`src/rtl/fpu_wb_buffer_if.sv`:
```
// Handshake bundle between the FPU result stage, the writeback buffer and the
// register file write port. The buffer takes the slave view; the surrounding
// pipeline (or a bench) takes the master view.
interface fpu_wb_buffer_if;
  logic        in_valid;
  logic        in_ready;
  logic [31:0] fpu_result;
  logic [4:0]  fpu_select;
  logic [4:0]  rd_addr;
  logic        int_dest;
  logic        out_valid;
  logic        out_ready;
  logic [31:0] out_data;
  logic [4:0]  out_rd;
  logic        out_int_dest;

  modport slave (
    input  in_valid, fpu_result, fpu_select, rd_addr, int_dest, out_ready,
    output in_ready, out_valid, out_data, out_rd, out_int_dest
  );

  modport master (
    output in_valid, fpu_result, fpu_select, rd_addr, int_dest, out_ready,
    input  in_ready, out_valid, out_data, out_rd, out_int_dest
  );
endinterface

```
`src/rtl/fpu_wb_buffer.sv`:
```
// Writeback buffer behind the FPU datapath. Each result is tagged with IEEE
// exception flags derived from its encoding, queued in a small FIFO, and
// handed to the register file write port. Flags of committed entries
// accumulate into fflags until software clears them.
module fpu_wb_buffer #(
  parameter int          DEPTH     = 2,
  parameter logic [4:0]  ARITH_LO  = 5'd1,
  parameter logic [4:0]  ARITH_HI  = 5'd4,
  parameter logic [31:0] CANON_NAN = 32'h7FC00000
) (
  input  logic            clk,
  input  logic            resetn,
  input  logic            flush,
  input  logic            fflags_clr,
  output logic [4:0]      fflags,
  fpu_wb_buffer_if.slave  bus
);

  localparam int PW = $clog2(DEPTH);
  localparam int CW = PW + 1;

  // Flag bit positions within {NV,DZ,OF,UF,NX}
  localparam logic [4:0] FLG_NV    = 5'b10000;
  localparam logic [4:0] FLG_DZ    = 5'b01000;
  localparam logic [4:0] FLG_OF_NX = 5'b00101;
  localparam logic [4:0] FLG_UF_NX = 5'b00011;

  logic [PW-1:0] wr_ptr;
  logic [PW-1:0] rd_ptr;
  logic [CW-1:0] count;

  logic [31:0] data_mem [DEPTH];
  logic [4:0]  rd_mem   [DEPTH];
  logic        int_mem  [DEPTH];
  logic [4:0]  flg_mem  [DEPTH];

  logic        push;
  logic        pop;
  logic        is_arith;
  logic [7:0]  res_exp;
  logic [22:0] res_mant;
  logic [31:0] in_data;
  logic [4:0]  in_flags;

  // Classify the incoming result and canonicalise NaNs from arithmetic ops
  always_comb begin
    res_exp  = bus.fpu_result[30:23];
    res_mant = bus.fpu_result[22:0];
    is_arith = (bus.fpu_select >= ARITH_LO) && (bus.fpu_select <= ARITH_HI) && !bus.int_dest;
    in_data  = bus.fpu_result;
    in_flags = '0;
    if (is_arith) begin
      if (res_exp == 8'hFF) begin
        if (res_mant != '0) begin
          in_flags = FLG_NV;
          in_data  = CANON_NAN;
        end else if (bus.fpu_select == ARITH_HI) begin
          in_flags = FLG_DZ;
        end else begin
          in_flags = FLG_OF_NX;
        end
      end else if ((res_exp == 8'h00) && (res_mant != '0)) begin
        in_flags = FLG_UF_NX;
      end
    end
  end

  // Handshake qualifiers; in_ready depends only on registered occupancy so a
  // full buffer never passes a new entry through on a same-cycle pop
  always_comb begin
    bus.in_ready  = (count != CW'(DEPTH));
    bus.out_valid = (count != '0);
    push          = bus.in_valid && bus.in_ready && !flush;
    pop           = bus.out_valid && bus.out_ready;
  end

  // Head entry presentation; zeroed when empty so stale storage never leaks
  always_comb begin
    bus.out_data     = '0;
    bus.out_rd       = '0;
    bus.out_int_dest = 1'b0;
    if (bus.out_valid) begin
      bus.out_data     = data_mem[rd_ptr];
      bus.out_rd       = rd_mem[rd_ptr];
      bus.out_int_dest = int_mem[rd_ptr];
    end
  end

  // Entry storage, written on accepted push only
  always_ff @(posedge clk) begin
    if (resetn && push) begin
      data_mem[wr_ptr] <= in_data;
      rd_mem[wr_ptr]   <= bus.rd_addr;
      int_mem[wr_ptr]  <= bus.int_dest;
      flg_mem[wr_ptr]  <= in_flags;
    end
  end

  // Pointer and occupancy tracking; flush empties the queue
  always_ff @(posedge clk) begin
    if (!resetn) begin
      wr_ptr <= '0;
      rd_ptr <= '0;
      count  <= '0;
    end else if (flush) begin
      wr_ptr <= '0;
      rd_ptr <= '0;
      count  <= '0;
    end else begin
      if (push) wr_ptr <= wr_ptr + 1'b1;
      if (pop)  rd_ptr <= rd_ptr + 1'b1;
      case ({push, pop})
        2'b10:   count <= count + 1'b1;
        2'b01:   count <= count - 1'b1;
        default: count <= count;
      endcase
    end
  end

  // Sticky exception flags; a pop during flush still commits its flags
  always_ff @(posedge clk) begin
    if (!resetn) begin
      fflags <= '0;
    end else if (pop) begin
      fflags <= fflags_clr ? flg_mem[rd_ptr] : (fflags | flg_mem[rd_ptr]);
    end else if (fflags_clr) begin
      fflags <= '0;
    end
  end

endmodule

```
`src/flat_wrapper.sv`:
```
// flat-port wrapper written by rule: the top's interface ports become plain ports
module fpu_wb_buffer_flat 
#(
  parameter int          DEPTH     = 2,
  parameter logic [4:0]  ARITH_LO  = 5'd1,
  parameter logic [4:0]  ARITH_HI  = 5'd4,
  parameter logic [31:0] CANON_NAN = 32'h7FC00000
)
  (clk, resetn, flush, fflags_clr, fflags, bus_in_valid, bus_fpu_result, bus_fpu_select, bus_rd_addr, bus_int_dest, bus_out_ready, bus_in_ready, bus_out_valid, bus_out_data, bus_out_rd, bus_out_int_dest);
  fpu_wb_buffer_if bus_i ();
  input  logic clk;
  input  logic resetn;
  input  logic flush;
  input  logic fflags_clr;
  output logic [4:0] fflags;
  input wire logic [$bits(bus_i.in_valid)-1:0] bus_in_valid;
  input wire logic [$bits(bus_i.fpu_result)-1:0] bus_fpu_result;
  input wire logic [$bits(bus_i.fpu_select)-1:0] bus_fpu_select;
  input wire logic [$bits(bus_i.rd_addr)-1:0] bus_rd_addr;
  input wire logic [$bits(bus_i.int_dest)-1:0] bus_int_dest;
  input wire logic [$bits(bus_i.out_ready)-1:0] bus_out_ready;
  output wire logic [$bits(bus_i.in_ready)-1:0] bus_in_ready;
  output wire logic [$bits(bus_i.out_valid)-1:0] bus_out_valid;
  output wire logic [$bits(bus_i.out_data)-1:0] bus_out_data;
  output wire logic [$bits(bus_i.out_rd)-1:0] bus_out_rd;
  output wire logic [$bits(bus_i.out_int_dest)-1:0] bus_out_int_dest;
  assign bus_i.in_valid = bus_in_valid;
  assign bus_i.fpu_result = bus_fpu_result;
  assign bus_i.fpu_select = bus_fpu_select;
  assign bus_i.rd_addr = bus_rd_addr;
  assign bus_i.int_dest = bus_int_dest;
  assign bus_i.out_ready = bus_out_ready;
  assign bus_in_ready = bus_i.in_ready;
  assign bus_out_valid = bus_i.out_valid;
  assign bus_out_data = bus_i.out_data;
  assign bus_out_rd = bus_i.out_rd;
  assign bus_out_int_dest = bus_i.out_int_dest;
  fpu_wb_buffer #(.DEPTH(DEPTH), .ARITH_LO(ARITH_LO), .ARITH_HI(ARITH_HI), .CANON_NAN(CANON_NAN)) u_core (.clk(clk), .resetn(resetn), .flush(flush), .fflags_clr(fflags_clr), .fflags(fflags), .bus(bus_i));
endmodule
```
`config.mk`:
```
export PLATFORM = sky130hd
export DESIGN_NAME = fpu_wb_buffer_flat
export DESIGN_NICKNAME = d
export VERILOG_FILES = /design/src/rtl/fpu_wb_buffer_if.sv /design/src/rtl/fpu_wb_buffer.sv /design/src/flat_wrapper.sv
export SDC_FILE = /design/constraint.sdc
export NUM_CORES = 1
export LEC_CHECK = 0
export CAP_MARGIN = 20
export CELL_PAD_IN_SITES_DETAIL_PLACEMENT = 1
export CELL_PAD_IN_SITES_GLOBAL_PLACEMENT = 2
export CORE_UTILIZATION = 34
export CTS_CLUSTER_SIZE = 30
export DETAILED_ROUTE_END_ITERATION = 8
export HOLD_SLACK_MARGIN = 0.02
export PLACE_DENSITY = 0.84
export SLEW_MARGIN = 15
export SYNTH_ARGS = -nofsm -noshare
export SYNTH_HDL_FRONTEND = slang
export SYNTH_SLANG_ARGS = --single-unit
export TNS_END_PERCENT = 20
```
`constraint.sdc`:
```
create_clock -name clk -period 6.1 [get_ports clk]
set_input_delay 0.915 -clock clk [delete_from_list [all_inputs] [get_ports clk]]
set_output_delay 0.915 -clock clk [all_outputs]
set_load 0.1 [all_outputs]
```
==> results_dict.tcl, run 1 <==
set metrics [dict create \
    status "completed" \
    synth_seq_cells 96 \
    fin_nets 426 \
    post_cts_resized 0 \
    avgSynthCellArea_um2 14.0 \
    wl_per_cell_um 16.1 \
    routed-via-count 2521 \
    hold_buffers 0 \
    dieHeight_um 111 \
    cp_max_fo 23 \
    num_rows 39 \
    drive_above_1_share 0.0945 \
    fin_skew_ns 0.00353 \
    grt_overflow_total 0 \
    holdPathStages 2 \
    cts_made_buffers 9 \
    path_clk_slew_ns 0.06 \
    die_w_um 111 \
    final_area_um2 5410 \
    globalRouteTotalUtil 0.143 \
    crit_cells 4 \
    p_leak_nw 1.72 \
    synthCells 286 \
    power.density_nw_per_um2 277 \
    max_stage_delay_ns 1.15 \
    drcViolationCount 0 \
    tightest_slew_ns 0.979 \
    period_minus_slack_ns 3.93 \
    first_pass_iters 4 \
    post_dp_cell_area_um2 5090 \
    rsz0062_at_grt "false" \
    crit_arrival_ns 3.02 \
    drt_iter0_drc 51 \
    cp-start-kind "register" \
    hp-class "reg2reg" \
    cts_max_level 3 \
    cts_buffer_depth 2 \
    port_buffers 93 \
    grt_max_degree 40 \
    crit_required_ns 5.18 \
    worstSetupPathType "reg2out" \
    cp_cell_sequence "buf_4 -> mux2i_1 -> nor2_1 -> clkdlybuf4s50_1" \
    syn_nets 336 \
    setup_viol 0 \
    vias_per_cell 4.81 \
    syn_area_um2 4010 \
    mostFrequentLayoutCell "clkdlybuf4s50_1" \
    gp_congestion 0.788 \
    ys_warn_count 0 \
    die_area_um2 12200 \
    clock_latency_ns 0.33 \
    cts_tree "built" \
    cts_setup_buffers 0 \
    antenna_found_initial 0 \
    finalHoldViolations 0 \
    num_antenna_cells 0 \
    n_fill_cell 1149 \
    maxCapViolations 0 \
    end_kind "output pin" \
    yosys.area.top_type_share 0.644 \
    netlist_top_cells_area "edfxtp_1 (64%), mux2i_1 (11%), dfxtp_1 (5.0%), nor2_1 (4.3%), and2_1 (2.0%)" \
    final_cell_mix "clkdlybuf4s50_1 (93), edfxtp_1 (86), nor2_1 (45)" \
    reg2regPathDepth 7 \
    synth_cell_types 31 \
    crit_family "buffers and inverters" \
    grt_pass1_wl_um 13500 \
    drt_wl_total_um 8430 \
    dpl.hpwl_um 5870 \
    final_antenna_net_count 0 \
    grt_pass1_vias 2758 \
    coreArea_um2 11500 \
    fin_tns_setup_ns 0 \
    clock-sinks 96 \
    root_buffer "clkbuf_16" \
    crit_buf_inv 2 \
    crit_path_top_delay_cell "clkdlybuf4s50_1" \
    num_io_pins 94 \
    slew_headroom 0.345 \
    slew_viol_final 0 \
    ir_worst_vdd_v 0.000150 \
    max_freq_ghz 0.254 \
    yosysSeqAreaShare 0.694 \
    finalCritPeriodShare 0.645 \
    synthToLayoutAreaGrowth_pct 34.9 \
    start_util 0.350 \
    yosys.area.top_type "edfxtp_1" \
]
-- sequential cells by signal, indices dropped and copies added (netlist names), named ones only --
name             flops
u_core.wr_ptr        1
u_core.data_mem     64
u_core.fflags        5
u_core.int_mem       2
u_core.rd_mem       10
u_core.rd_ptr        1
u_core.flg_mem      10
u_core.count         2
-- kinds of logic (layout without fill, tap and decap cells) --
group           Yosys count  after routing  share of synthesized area
buf+inv                  28            123                     0.0299
xor+xnor                  4              4                    0.00874
compound gates           12             12                     0.0237
flops                    96             96                      0.694
simple gates            101            101                      0.131
fa+ha+maj                 1              1                    0.00312
mux                      44             44                      0.110
-- through the flow --
step	utilization	cells	setup slack (ns)	power, mW	hold WS (ns)
floorplan	-	286	1.14	0.861	0.472
global route	0.472	524	2.00	1.55	0.532
CTS	0.472	524	2.09	1.52	0.526
finish	0.472	524	2.17	1.50	0.519
detailed placement	0.444	508	2.46	0.929	0.511
global placement	0.444	508	2.51	0.925	0.486
-- final cells by class --
type | count | area [um^2] | area share
well taps | 143 | 179 | 0.0331
multi-input cells | 162 | 1130 | 0.208
inverters | 9 | 33.8 | 0.00624
clock buffers | 9 | 225 | 0.0416
clock inverters | 7 | 95.1 | 0.0176
flip-flops and latches | 96 | 2780 | 0.514
repair buffers | 98 | 968 | 0.179
-- cell usage after synthesis --
library cell	count
o21bai_1	1
edfxtp_1	86
and3_1	1
o22ai_1	5
nor3_1	5
nand4_1	3
mux2i_1	44
o21ai_0	1
or2_2	1
a2111oi_4	1
or3b_4	1
inv_1	9
nand2_1	3
xnor2_1	2
buf_2	6
nand2b_1	3
ha_1	1
and2_4	7
or3_1	2
buf_6	1
a21oi_1	3
nand3_1	1
nor2b_1	7
and2_1	13
and2b_1	1
xor2_1	2
o21ai_2	1
dfxtp_1	10
nor4_1	7
clkbuf_1	12
nor2_1	46
-- path summary, 6_finish.rpt --
path	start	endpoint	slack, ns
hold / removal	u_core.rd_ptr	u_core.rd_ptr	0.52
setup reg to reg	u_core.count[0]	u_core.count[1]	3.63
setup / recovery	register	bus_out_data[15]	2.17
hold reg to reg	u_core.rd_ptr	u_core.rd_ptr	0.52
-- metal layers --
metal / part of all wire / wire length (um) / vias up / GRT usage
met5: 0 / 0 / - / 0
met4: 0.012 / 102 / 0 / 0.0453
met3: 0.047 / 396 / 9 / 0.0417
met2: 0.54 / 4520 / 61 / 0.264
met1: 0.40 / 3400 / 1248 / 0.155
li1: - / - / 1203 / -
-- worst register-to-register path: stages, from the launching register on --
cell,delay (ns)
dfxtp_1,0.37
nor2_4,0.73
inv_1,0.14
nand2_1,0.26
inv_1,0.08
ha_1,0.34
or3_1,0.36
a21oi_1,0.14
-- power by group --
part	leakage [nW]	internal, mW	total, mW	switching, mW
registers	0.844	0.729	0.734	0.00513
logic	0.721	0.0623	0.178	0.116
clock network	0.156	0.359	0.588	0.229
Power figures use the tool's default switching activity.
==> inputs of run 2 (changes only) <==
==> constraint.sdc (replaced) <==
create_clock -name clk -period 3.95 [get_ports clk]
set_input_delay 0.5925 -clock clk [delete_from_list [all_inputs] [get_ports clk]]
set_output_delay 0.5925 -clock clk [all_outputs]
set_load 0.1 [all_outputs]
==> results_dict.tcl, run 2 (same netlist as run 1, synthesis figures left out) <==
set metrics [dict create \
    power_mw 2.30 \
    fin_skew_ns 0.00623 \
    rsz0062_at_grt "false" \
    n_fill_cell 1175 \
    cts_max_level 3 \
    post_dp_cell_area_um2 5050 \
    root_buffer "clkbuf_16" \
    drt_iter0_drc 103 \
    drive_above_1_share 0.157 \
    final_area_um2 5360 \
    fin_cells 526 \
    cts_tree "built" \
    routed-via-count 2498 \
    post-route-util 0.467 \
    busiest_layer "met2" \
    final_cell_mix "edfxtp_1 (86), clkdlybuf4s50_1 (69), nor2_1 (45)" \
    largest_register_ffs 64 \
    worstSetupPathType "reg2out" \
    place_inst 510 \
    path_clk_slew_ns 0.06 \
    slew_viol_final 0 \
    clock_latency_ns 0.33 \
    setup_viol 0 \
    ir_worst_vdd_v 0.000186 \
    reg.largest.list "u_core.data_mem (64), u_core.flg_mem (10), u_core.rd_mem (10)" \
    num_rows 39 \
    max_freq_ghz 0.322 \
    top_register "u_core.data_mem" \
    grt_pass1_vias 2723 \
    slew_headroom 0.335 \
    dieHeight_um 111 \
    whs_ns 0.507 \
    r2r_start "u_core.count[1]" \
    vias_per_cell 4.75 \
    preCtsSetupSlack_ns 1.09 \
    maxCapViolations 0 \
    regArea_um2 2780 \
    grtUsageMet1 0.166 \
    hp-start "u_core.rd_ptr" \
    start_util 0.350 \
    drt_wl_total_um 8550 \
    clock-sinks 96 \
    first_pass_iters 4 \
    tightest_slew_ns 0.995 \
    finalHoldViolations 0 \
    finalCritPeriodShare 0.787 \
    die_w_um 111 \
    period_minus_slack_ns 3.11 \
    mostFrequentLayoutCell "edfxtp_1" \
    grt_max_degree 36 \
    fin_nets 428 \
    end_kind "output pin" \
    wl_per_cell_um 16.2 \
    globalRouteTotalUtil 0.145 \
    coreArea_um2 11500 \
    synthToLayoutAreaGrowth_pct 33.6 \
    num_io_pins 94 \
    num_antenna_cells 0 \
    use_met2 0.258 \
    dpl.hpwl_um 6090 \
    die_area_um2 12200 \
    grt_pass1_wl_um 13600 \
    cts_setup_buffers 0 \
    final_antenna_net_count 0 \
    antenna_found_initial 0 \
    gp_congestion 0.751 \
    cp-start-kind "register" \
    drcViolationCount 0 \
    cts_buffer_depth 2 \
    hold_buffers 0 \
    setup_slack_ns 0.840 \
    cp_max_fo 19 \
    p_leak_nw 1.77 \
    multi_input_area_um2 1130 \
    fin_tns_setup_ns 0 \
    post_cts_resized 0 \
    crit_arrival_ns 2.52 \
    grtUsageMet3 0.0313 \
    port_buffers 93 \
    status "completed" \
    power.density_nw_per_um2 430 \
    grt_overflow_total 0 \
    cts_made_buffers 9 \
    hp-class "reg2reg" \
    crit_required_ns 3.36 \
]
-- run 2: final timing paths --
kind                                          to  slack, ns  cells past startpoint
worst max-delay path            bus_out_int_dest       0.84                      3
worst min-delay path               u_core.rd_ptr       0.51                      2
worst max register to register   u_core.count[1]       1.79                      7
worst min register to register     u_core.rd_ptr       0.51                      2
-- run 2: per-layer routing --
| layer | part of all wire | up-vias |
|---|---|---|
| li1 | - | 1216 |
| met4 | 0.011 | 0 |
| met3 | 0.034 | 8 |
| met2 | 0.53 | 57 |
| met5 | 0 | - |
| met1 | 0.43 | 1217 |
-- run 2: final cells by class --
cell class | instances | share of cell area
Sequential cell | 96 | 0.519
Multi-Input combinational cell | 162 | 0.210
Timing Repair Buffer | 100 | 0.172
Clock buffer | 11 | 0.0434
Tap cell | 143 | 0.0334
Clock inverter | 5 | 0.0152
Inverter | 9 | 0.00630
-- run 2: report_power, final --
group | internal (mW) | switching (mW)
Clock | 0.555 | 0.341
Sequential | 1.13 | 0.00777
Combinational | 0.0938 | 0.181
Total | 1.78 | 0.530
-- run 2: critical path, cell delays in order, from the launching register on --
cell and delay [ns]:
dfxtp_2 0.71, mux2i_1 0.16, nor2_1 0.16, clkdlybuf4s50_1 1.15
==> inputs of run 3 (changes only) <==
--- a/config.mk
+++ b/config.mk
@@ -8,11 +8,11 @@
 export CAP_MARGIN = 20
 export CELL_PAD_IN_SITES_DETAIL_PLACEMENT = 1
 export CELL_PAD_IN_SITES_GLOBAL_PLACEMENT = 2
-export CORE_UTILIZATION = 34
+export CORE_UTILIZATION = 30
 export CTS_CLUSTER_SIZE = 30
 export DETAILED_ROUTE_END_ITERATION = 8
 export HOLD_SLACK_MARGIN = 0.02
-export PLACE_DENSITY = 0.84
+export PLACE_DENSITY = 0.79
 export SLEW_MARGIN = 15
 export SYNTH_ARGS = -nofsm -noshare
 export SYNTH_HDL_FRONTEND = slang
==> constraint.sdc (replaced) <==
create_clock -name clk -period 2.5 [get_ports clk]
set_input_delay 0.375 -clock clk [delete_from_list [all_inputs] [get_ports clk]]
set_output_delay 0.375 -clock clk [all_outputs]
set_load 0.1 [all_outputs]
==> results_dict.tcl, run 3 (same netlist as run 1, synthesis figures left out) <==
set metrics [dict create \
    status "completed" \
    slew_viol_final 0 \
    tightest_slew_ns 0.393 \
    cts_tree "built" \
    crit_arrival_ns 1.79 \
    cts_max_level 3 \
    whs_ns 0.509 \
    path_clk_slew_ns 0.07 \
    cp-start-kind "register" \
    end_kind "output pin" \
    mostFrequentLayoutCell "edfxtp_1" \
    finalHoldViolations 0 \
    fin_cells 558 \
    cts_buffer_depth 2 \
    num_antenna_cells 0 \
    gp_congestion 0.764 \
    post_dp_cell_area_um2 5440 \
    finalCritPeriodShare 0.867 \
    hp-class "reg2reg" \
    post_cts_resized 0 \
    grt_overflow_total 0 \
    crit_family "buffers and inverters" \
    slew_headroom 0.738 \
    cp_max_fo 12 \
    clock_latency_ns 0.34 \
    rsz0062_at_grt "false" \
    ir_worst_vdd_v 0.000406 \
    cp_cell_sequence "buf_4 -> mux2i_1 -> nor2_1 -> buf_4" \
    crit_required_ns 2.12 \
    dpl.hpwl_um 6270 \
    drt_iter0_drc 110 \
    coreArea_um2 12800 \
    port_buffers 93 \
    clock-sinks 96 \
    drcViolationCount 0 \
    vias_per_cell 4.55 \
    crit_buf_inv 2 \
    top_register "u_core.data_mem" \
    start_util 0.313 \
    preCtsSetupSlack_ns 0.0245 \
    wl_per_cell_um 15.7 \
    hold_buffers 0 \
    die_area_um2 13800 \
    hp-start "u_core.rd_ptr" \
    maxCapViolations 0 \
    routed-via-count 2539 \
    num_rows 41 \
    antenna_found_initial 0 \
    p_leak_nw 1.92 \
    dieHeight_um 118 \
    final_cell_mix "edfxtp_1 (86), clkdlybuf4s50_1 (48), nor2_1 (44), mux2i_1 (44), buf_12 (29)" \
    crit_path_top_delay_cell "dfxtp_2" \
    final_antenna_net_count 0 \
    root_buffer "clkbuf_16" \
    fin_tns_setup_ns 0 \
    max_stage_delay_ns 0.57 \
    power_mw 3.73 \
    power.density_nw_per_um2 648 \
    final_area_um2 5760 \
    crit_path_frequent_cell "buf_4" \
    globalRouteTotalUtil 0.136 \
    period_minus_slack_ns 2.17 \
    worstSetupPathType "reg2out" \
    die_w_um 118 \
    setup_slack_ns 0.332 \
    grt_max_degree 36 \
    fin_skew_ns 0.00779 \
    cts_setup_buffers 0 \
    cts_made_buffers 9 \
    synthToLayoutAreaGrowth_pct 43.6 \
    first_pass_iters 4 \
    fin_nets 431 \
    r2r_start "u_core.count[0]" \
    largest_register_ffs 64 \
    drt_wl_total_um 8780 \
    grt_pass1_vias 2805 \
    max_freq_ghz 0.461 \
    reg.largest.list "u_core.data_mem (64), u_core.flg_mem (10), u_core.rd_mem (10)" \
    place_inst 542 \
    drive_above_1_share 0.228 \
    post-route-util 0.449 \
    grt_pass1_wl_um 14400 \
    setup_viol 0 \
    num_io_pins 94 \
]
run 3: cell count changes in the layout (fill, tap and decap cells not counted), moves of 2 or more:
cell             before  now
nor3_4                0    2
buf_12                0   29
buf_4                31   26
nor3_2                2    0
clkdlybuf4s50_1      69   48
run 3: layout make-up:
type                            instances  area, um^2
Fill cell                            1315        7060
Tap cell                              172         215
Inverter                                9        33.8
Clock buffer                           10         229
Clock inverter                          6        91.3
Timing Repair Buffer                  103        1260
Multi-Input combinational cell        162        1150
Sequential cell                        96        2780
run 3: final timing paths:
check	end	slack, ns	cells past startpoint
setup / recovery	bus_out_rd[4]	0.33	4
hold / removal	register	0.51	2
setup reg to reg	u_core.count[1]	0.58	6
hold reg to reg	register	0.51	2
run 3: where the power goes:
part	internal (mW)	switching (mW)	total, mW
Sequential	1.78	0.0117	1.79
Clock	0.882	0.581	1.46
Combinational	0.183	0.295	0.479
Total	2.84	0.888	3.73
run 3: per-layer routing:
metal	wire, um	part of all wire	track usage
met1	3770	0.43	0.159
met2	4490	0.51	0.238
met3	323	0.037	0.0286
met4	190	0.022	0.0625
met5	0	0	0
run 3: worst reg2reg max path: stages (launching register included):
cell and delay [ns]:
dfxtp_1 0.45, nand2b_4 0.18, nand2_2 0.12, or2_2 0.30, ha_1 0.32, or3_1 0.35
a21oi_1 0.14
